### config.mk
export PLATFORM = sky130hd
export DESIGN_NAME = alu_op_scheduler
export DESIGN_NICKNAME = d
export VERILOG_FILES = /design/src/rtl/alu_sched_pkg.sv /design/src/rtl/alu_op_scheduler_rr_arb2.sv /design/src/rtl/alu_op_scheduler.sv
export SDC_FILE = /design/constraint.sdc
export NUM_CORES = 1
export LEC_CHECK = 0
export CAP_MARGIN = 20
export CORE_MARGIN = 3
export CORE_UTILIZATION = 45
export CTS_CLUSTER_DIAMETER = 50
export DETAILED_ROUTE_END_ITERATION = 8
export GPL_TIMING_DRIVEN = 0
export PLACE_DENSITY_LB_ADDON = 0.1
export SETUP_SLACK_MARGIN = 0.5
export SLEW_MARGIN = 0
export SYNTH_ARGS = -nofsm -noshare
export SYNTH_HDL_FRONTEND = slang
export SYNTH_HIERARCHICAL = 1
export SYNTH_SLANG_ARGS = --single-unit
### constraint.sdc
create_clock -name clk -period 3.85 [get_ports clk]
set_input_delay 0.77 -clock clk [delete_from_list [all_inputs] [get_ports clk]]
set_output_delay 0.77 -clock clk [all_outputs]
set_load 0.01 [all_outputs]
### src/rtl/alu_sched_pkg.sv
// Shared constants and types for the ALU operation scheduler.
package alu_sched_pkg;

   localparam logic [2:0] OP_XNOR = 3'd0;
   localparam logic [2:0] OP_ADD  = 3'd1;
   localparam logic [2:0] OP_SUB  = 3'd2;
   localparam logic [2:0] OP_RRA  = 3'd3;
   localparam logic [2:0] OP_RLA  = 3'd4;
   localparam logic [2:0] OP_RRB  = 3'd5;
   localparam logic [2:0] OP_RLB  = 3'd6;
   localparam logic [2:0] OP_RSVD = 3'd7;

   localparam logic [1:0] ROT_BY1 = 2'b00;
   localparam logic [1:0] ROT_BY2 = 2'b01;
   localparam logic [1:0] ROT_BY3 = 2'b10;
   localparam logic [1:0] ROT_BY0 = 2'b11;

   typedef enum logic [1:0] {
      IDLE = 2'd0,
      EXEC = 2'd1,
      RESP = 2'd2
   } state_t;

   function automatic logic is_rsvd(input logic [2:0] op);
      return op == OP_RSVD;
   endfunction

endpackage

### src/rtl/alu_op_scheduler_rr_arb2.sv
// Two-input round-robin arbiter; the priority pointer moves only when a grant is accepted.
module rr_arb2
   import alu_sched_pkg::*;
(
   input  logic       clk,
   input  logic       rst,
   input  logic [1:0] req,
   input  logic       accept,
   output logic [1:0] gnt
);

   logic ptr_q;
   logic ptr_d;

   // ptr_q = 1 means req1 is favoured when both request
   always_comb begin
      gnt = req;
      if (req == 2'b11) begin
         gnt = ptr_q ? 2'b10 : 2'b01;
      end
   end

   assign ptr_d = accept ? gnt[0] : ptr_q;

   always_ff @(posedge clk) begin
      if (rst) begin
         ptr_q <= 1'b0;
      end else begin
         ptr_q <= ptr_d;
      end
   end

endmodule

### src/rtl/alu_op_scheduler.sv
// Arbitrates two requesters onto the shared 4-bit ALU and returns tagged, registered results.
//   state | meaning
//   IDLE  | waiting for a request; only the arbiter winner sees ready
//   EXEC  | ALU settling on the registered operands
//   RESP  | response held until rsp_ready
module alu_op_scheduler
   import alu_sched_pkg::*;
#(
   parameter int CNT_W = 8
)(
   input  logic             clk,
   input  logic             rst,
   input  logic             req0_valid,
   output logic             req0_ready,
   input  logic [2:0]       req0_op,
   input  logic [1:0]       req0_rot,
   input  logic [3:0]       req0_a,
   input  logic [3:0]       req0_b,
   input  logic             req1_valid,
   output logic             req1_ready,
   input  logic [2:0]       req1_op,
   input  logic [1:0]       req1_rot,
   input  logic [3:0]       req1_a,
   input  logic [3:0]       req1_b,
   output logic [3:0]       alu_a,
   output logic [3:0]       alu_b,
   output logic [2:0]       alu_s,
   output logic [1:0]       alu_s_rotate,
   input  logic [3:0]       alu_y,
   input  logic             alu_y2,
   input  logic             alu_cout,
   input  logic             alu_bout,
   output logic             rsp_valid,
   input  logic             rsp_ready,
   output logic             rsp_id,
   output logic [3:0]       rsp_y,
   output logic             rsp_y2,
   output logic             rsp_cout,
   output logic             rsp_bout,
   output logic             rsp_err,
   output logic             busy,
   output logic [CNT_W-1:0] done_cnt0,
   output logic [CNT_W-1:0] done_cnt1
);

   state_t     state_q, state_d;
   logic [1:0] gnt_w;
   logic       idle_w;
   logic       accept_w;
   logic       id_q;
   logic [3:0] alu_a_q, alu_b_q, rsp_y_q;
   logic [2:0] alu_s_q;
   logic [1:0] alu_rot_q;
   logic       rsp_id_q, rsp_y2_q, rsp_cout_q, rsp_bout_q, rsp_err_q;
   logic [CNT_W-1:0] cnt0_q, cnt1_q;

   rr_arb2 u_arb (
      .clk    (clk),
      .rst    (rst),
      .req    ({req1_valid, req0_valid}),
      .accept (accept_w),
      .gnt    (gnt_w)
   );

   // ready is masked during reset so nothing is accepted on the reset edge
   assign idle_w     = (state_q == IDLE) && !rst;
   assign req0_ready = idle_w && gnt_w[0];
   assign req1_ready = idle_w && gnt_w[1];
   assign accept_w   = req0_ready || req1_ready;

   always_comb begin
      state_d = state_q;
      case (state_q)
         IDLE:    if (accept_w) state_d = EXEC;
         EXEC:    state_d = RESP;
         RESP:    if (rsp_ready) state_d = IDLE;
         default: state_d = IDLE;
      endcase
   end

   always_ff @(posedge clk) begin
      if (rst) begin
         state_q    <= IDLE;
         id_q       <= 1'b0;
         alu_a_q    <= '0;
         alu_b_q    <= '0;
         alu_s_q    <= '0;
         alu_rot_q  <= '0;
         rsp_id_q   <= 1'b0;
         rsp_y_q    <= '0;
         rsp_y2_q   <= 1'b0;
         rsp_cout_q <= 1'b0;
         rsp_bout_q <= 1'b0;
         rsp_err_q  <= 1'b0;
         cnt0_q     <= '0;
         cnt1_q     <= '0;
      end else begin
         state_q <= state_d;
         if (accept_w) begin
            id_q      <= gnt_w[1];
            alu_a_q   <= gnt_w[1] ? req1_a   : req0_a;
            alu_b_q   <= gnt_w[1] ? req1_b   : req0_b;
            alu_s_q   <= gnt_w[1] ? req1_op  : req0_op;
            alu_rot_q <= gnt_w[1] ? req1_rot : req0_rot;
         end
         if (state_q == EXEC) begin
            rsp_id_q   <= id_q;
            rsp_y_q    <= alu_y;
            rsp_y2_q   <= alu_y2;
            rsp_cout_q <= alu_cout;
            rsp_bout_q <= alu_bout;
            rsp_err_q  <= is_rsvd(alu_s_q);
         end
         if (state_q == RESP && rsp_ready) begin
            if (rsp_id_q) cnt1_q <= cnt1_q + 1'b1;
            else          cnt0_q <= cnt0_q + 1'b1;
         end
      end
   end

   assign alu_a        = alu_a_q;
   assign alu_b        = alu_b_q;
   assign alu_s        = alu_s_q;
   assign alu_s_rotate = alu_rot_q;
   assign rsp_valid    = (state_q == RESP);
   assign busy         = (state_q != IDLE);
   assign rsp_id       = rsp_id_q;
   assign rsp_y        = rsp_y_q;
   assign rsp_y2       = rsp_y2_q;
   assign rsp_cout     = rsp_cout_q;
   assign rsp_bout     = rsp_bout_q;
   assign rsp_err      = rsp_err_q;
   assign done_cnt0    = cnt0_q;
   assign done_cnt1    = cnt1_q;

endmodule

Yosys cells after proc, flatten, opt, wreduce, memory -nomap -nowiden
Index checks and enable logic that the tools add are counted.
Widths: inputs -> output; s select.

word-level totals
  register bits = 42
  word-level logic and storage cells = 44

cells by class
  add/sub/neg operators = 2
  eq/ne operators = 6
  multiplexer cells = 9
  bitwise logic cells = 1
  reductions and logical operators = 11

operators with widths
  kind                 number
  $add 8x1->8 const B  2
  $mux 2               5
  $mux 4               2
  $pmux 2 s3           1
  $reduce_and 2->1     3
  $eq 2x2->1 const B   2
  $logic_and 1x1->1    4
  $ne 2x1->1 const B   2
  $eq 3x3->1 const B   1
  $mux 3               1
  $eq 2x1->1 const B   1
  $logic_not 2->1      1
  $reduce_bool 2->1    1
  $logic_not 1->1      1
  $logic_or 1x1->1     1
  $not 1->1            1

Longest topological paths before layout
  depth in word-level cells = 6
  mapped depth = 10
  mapped depth without buffers = 6

Hierarchy
Netlist, hierarchy kept.

modules (own cells, without submodules)
  module            instances  cells an instance  area an instance (µm²)  seq. area each (µm²)
  alu_op_scheduler  1          202                1783.0                  820.8
  rr_arb2           1          7                  67.6                    20.0

Least setup slack after synthesis
Ideal clock, no wire load.

  path type = in2out
  start point = in req1_valid
  end point = out req1_ready
  data arrival time = 1770 ps
  data required time = 3080 ps
  slack = 1310 ps
  cell stages on the path = 4
  cells stage by stage = a21boi_0 -> buf_2 -> buf_1 -> and2_1

on the way
  word-level cells in the longest chain between the ends = 3

ends and longest elaborated chain
  item                 RTL line                        RTL
  start: declaration   alu_op_scheduler.sv:19          input logic req1_valid,
  $eq 2x2->1           alu_op_scheduler_rr_arb2.sv:18  if (req == 2'b11) begin
  $mux 2 *             alu_op_scheduler_rr_arb2.sv:18
  $logic_and 1x1->1 *  alu_op_scheduler.sv:68          assign req1_ready = idle_w && gnt_w[1];
  end: declaration     alu_op_scheduler.sv:20          output logic req1_ready,

Every way passes the cells marked *; elsewhere a longest branch is shown, timed or not.

Worst setup path after layout
  start point = in rst
  end point = out req1_ready

on the way
  word-level cells in the longest chain between the ends = 3

ends and longest elaborated chain
  item                RTL line                RTL
  start: declaration  alu_op_scheduler.sv:12  input logic rst,
  $logic_not 1->1     alu_op_scheduler.sv:66  assign idle_w = (state_q == IDLE) && !rst;
  $logic_and 1x1->1   alu_op_scheduler.sv:66
  $logic_and 1x1->1   alu_op_scheduler.sv:68

Every way passes these cells.

==> flow_summary_export.csv <==
group,metric,value,unit
clock_network,holdBufCountCts,0,
clock_network,cts_tree,"built",
sta,period_minus_slack,3.24,ns
sta,finClkSkew,0.00493,ns
critical_path,start_kind,"input pin",
detailed_routing,num_vias,1855,
final_layout,drive_above_1_share,0.0736,
synth,syn-num-nets,249,
synth,synth_compound_area_frac,0.214,
die,die_h,70.1,um
die,die_x,70.1,um
final_layout,antenna_cells,0,
synth,synth-async-reset-ratio,0,
global_routing,grt_pass1_vias,1892,
status,status,"finished, final reports clean",
detailed_routing,wl,4.94,mm
clock_network,cts.path.max_buffers,2,
critical_path,rr_startpoint,"u_arb/ptr_q",
clock_network,insertion_delay,0.29,ns
sta,drv_slew,0,
final_layout,area_growth,54.7,%
detailed_routing,vias_per_cell,5.35,
detailed_routing,drt_iter0_drc,53,
global_routing,track_usage,0.208,
critical_path,cp_data_required_time,3.08,ns
synth,synth_top_family_by_area,"compound AO/OA/AOI/OAI gates",
sta,finalWorstSetupSlack,0.608,ns
sta,hold_viol_final,0,
run,cap_viol_max_count,0,
sta,fmax,308,MHz
clock_network,cts_made_buffers,5,
final_layout,fin_nets,338,
clock_network,h-tree-depth,2,
sta,rsz0062_at_grt,"false",
synth,post_synth_num_cell_types,30,
place,port-buffer-count,79,
synth,syn_area_per_cell,8.85,sq um
clock_network,cts.clk_slew.worst_paths,0.08,ns
global_routing,grt_max_degree,13,
die,top_level_ports,80,
min_path,min_path_type,"flop to flop",
critical_path,end_kind,"primary output",
sta,tns,0,ns
final_layout,final_cell_area,2860,sq um
place,place_congestion,0.738,
place,placed_cell_area,2700,sq um
die,row_count,22,
global_routing,antenna_found_initial,0,
synth,synthSimpleGateAreaFrac,0.172,
clock_network,cts.sinks,42,
synth,yosys_warnings,6,
place,dp.final_hpwl,3.60,mm
synth,synth_adder_area_share,0.0135,
synth,synthFlopType,"dfxtp_1",
sta,tightest_slew,0.493,ns
min_path,min_from,"id_q",
place,dp_slack,0.0473,ns
sta,fin_crit_sh,0.842,
sta,slew_headroom,0.672,
global_routing,grt_overflow,0,
critical_path,crit_path_start,"rst",
die,design.core.area,3800,sq um
die,dieArea,4920,sq um
pwr,p_leak,1.00,nW
detailed_routing,wl_per_cell,14.2,um
detailed_routing,drt_pre_antenna_iters,4,
synth,synthesis.area,1850,sq um
pwr,irDropWorstVdd,0.221,mV
pwr,power_density,349,nW/um^2
synth,synth_mux_area_frac,0.0811,
clock_network,cts-root-buf,"clkbuf_8",
synth,synth_seq_cells,42,
synth,synth_seq_area_share,0.454,
global_routing,grt_pass1_wl,8.27,mm
synth,synth-edff-count,0,
synth,netlist_instances,209,
sta,finalSetupViolCount,0,
critical_path,cp.arrival,2.47,ns
synth,yosys.area_share.xor_xnor,0.00947,
critical_path,critical_path.max_fanout,10,
detailed_routing,ant_nets,0,
critical_path,critPathKind,"input pin to primary output",
detailed_routing,route.detailed.drc,0,
pwr,power,1.00,mW
die,initial_core_util,0.487,
## synthesized netlist by cell type, types with 2 or more instances
cell       n  area (sq um)
ha_1       2          25.0
o21ai_0    3          15.0
a211oi_1  13          97.6
nand4_1    3          18.8
dfxtp_1   42           841
nor3_1     2          10.0
nand2_1   24          90.1
nand2b_1   2          12.5
clkbuf_1   9          33.8
buf_2      5          25.0
nor2_1     5          18.8
o31ai_1   10          75.1
and2_1     3          18.8
a21oi_1   36           180
xor2_1     2          17.5
or4_1     10          75.1
mux2i_1   15           150
nand3_1    2          10.0
or3_1      2          12.5
inv_1      8          30.0
nor2b_1    2          12.5
## layout by cell type, fill, tap and decap left out, types with 2 or more instances in the layout
| master | count |
|---|---|
| nand3_1 | 2 |
| o31ai_1 | 10 |
| ha_1 | 2 |
| o21ai_0 | 3 |
| or4_1 | 10 |
| clkbuf_1 | 8 |
| or3_1 | 2 |
| clkdlybuf4s50_1 | 79 |
| dfxtp_1 | 42 |
| nand4_1 | 3 |
| nor2_1 | 5 |
| nand2_1 | 24 |
| buf_2 | 3 |
| and2_1 | 3 |
| clkbuf_8 | 8 |
| buf_6 | 3 |
| inv_1 | 8 |
| a211oi_1 | 13 |
| xor2_1 | 2 |
| nor2b_1 | 2 |
| buf_4 | 4 |
| nand2b_1 | 2 |
| mux2i_1 | 15 |
| a21oi_1 | 36 |
## sequential cells by signal, indices dropped and copies added, names as in the netlist
| register | count |
|---|---|
| id_q | 1 |
| alu_b | 4 |
| rsp_id | 1 |
| alu_s | 3 |
| rsp_y | 4 |
| done_cnt0 | 8 |
| rsp_err | 1 |
| state_q | 2 |
| rsp_bout | 1 |
| u_arb/ptr_q | 1 |
| rsp_cout | 1 |
| alu_a | 4 |
| alu_s_rotate | 2 |
| done_cnt1 | 8 |
| rsp_y2 | 1 |
## metrics by stage
stage	util	cells	hold WS (ns)
final	0.754	347	0.454
after global routing	0.754	347	0.477
after global placement	0.711	336	0.441
after floorplan	-	209	0.428
after detailed placement	0.711	336	0.444
after CTS	0.747	345	0.451
## layer usage
| metal | wire length [um] | up-vias | track usage |
|---|---|---|---|
| met3 | 385 | 9 | 0.0820 |
| li1 | - | 935 | - |
| met4 | 82 | 0 | 0.0766 |
| met5 | 0 | - | 0 |
| met2 | 2370 | 58 | 0.349 |
| met1 | 2100 | 853 | 0.236 |
## where the power goes
group | switching (mW) | total (mW) | leakage, nW | internal, mW
sequential | 0.0169 | 0.474 | 0.342 | 0.457
combinational | 0.0838 | 0.196 | 0.604 | 0.112
clock | 0.150 | 0.331 | 0.0575 | 0.181
## repair_timing
| item | CTS | global route |
|---|---|---|
| setup endpoints to repair | 1 | 1 |
| resized for setup | 5 | 6 |
| pin swaps | 1 | 0 |
| setup buffers | 1 | 2 |
| hold endpoints to repair | 0 | 0 |
## final cells by class
cell class                      count  area [sq um]
Buffer                             16          91.3
Tap cell                           48          60.1
Sequential cell                    42           841
Timing Repair Buffer               82           813
Clock buffer                        8           110
Inverter                            8          30.0
Fill cell                         298           936
Multi-Input combinational cell    143           917
## critical path, cell delays in order
cell             delay [ns]
clkdlybuf4s50_1        0.46
clkbuf_2               0.19
nor3_4                 0.23
buf_6                  0.16
and2_1                 0.12
clkdlybuf4s50_1        0.54
## kinds of logic after synthesis
kind of cell / Yosys count
flops: 42
mux: 15
compound gates: 65
xor+xnor: 2
simple gates: 59
buf+inv: 24
fa+ha+maj: 2
## worst paths after layout
check	slack, ns	end	depth (start not counted)
worst min-delay path	0.45	rsp_id	2
worst min register to register	0.45	rsp_id	2
worst max register to register	1.95	alu_s_rotate[1]	8
worst max-delay path	0.61	req1_ready	6
(Power assumes the default switching activity.)
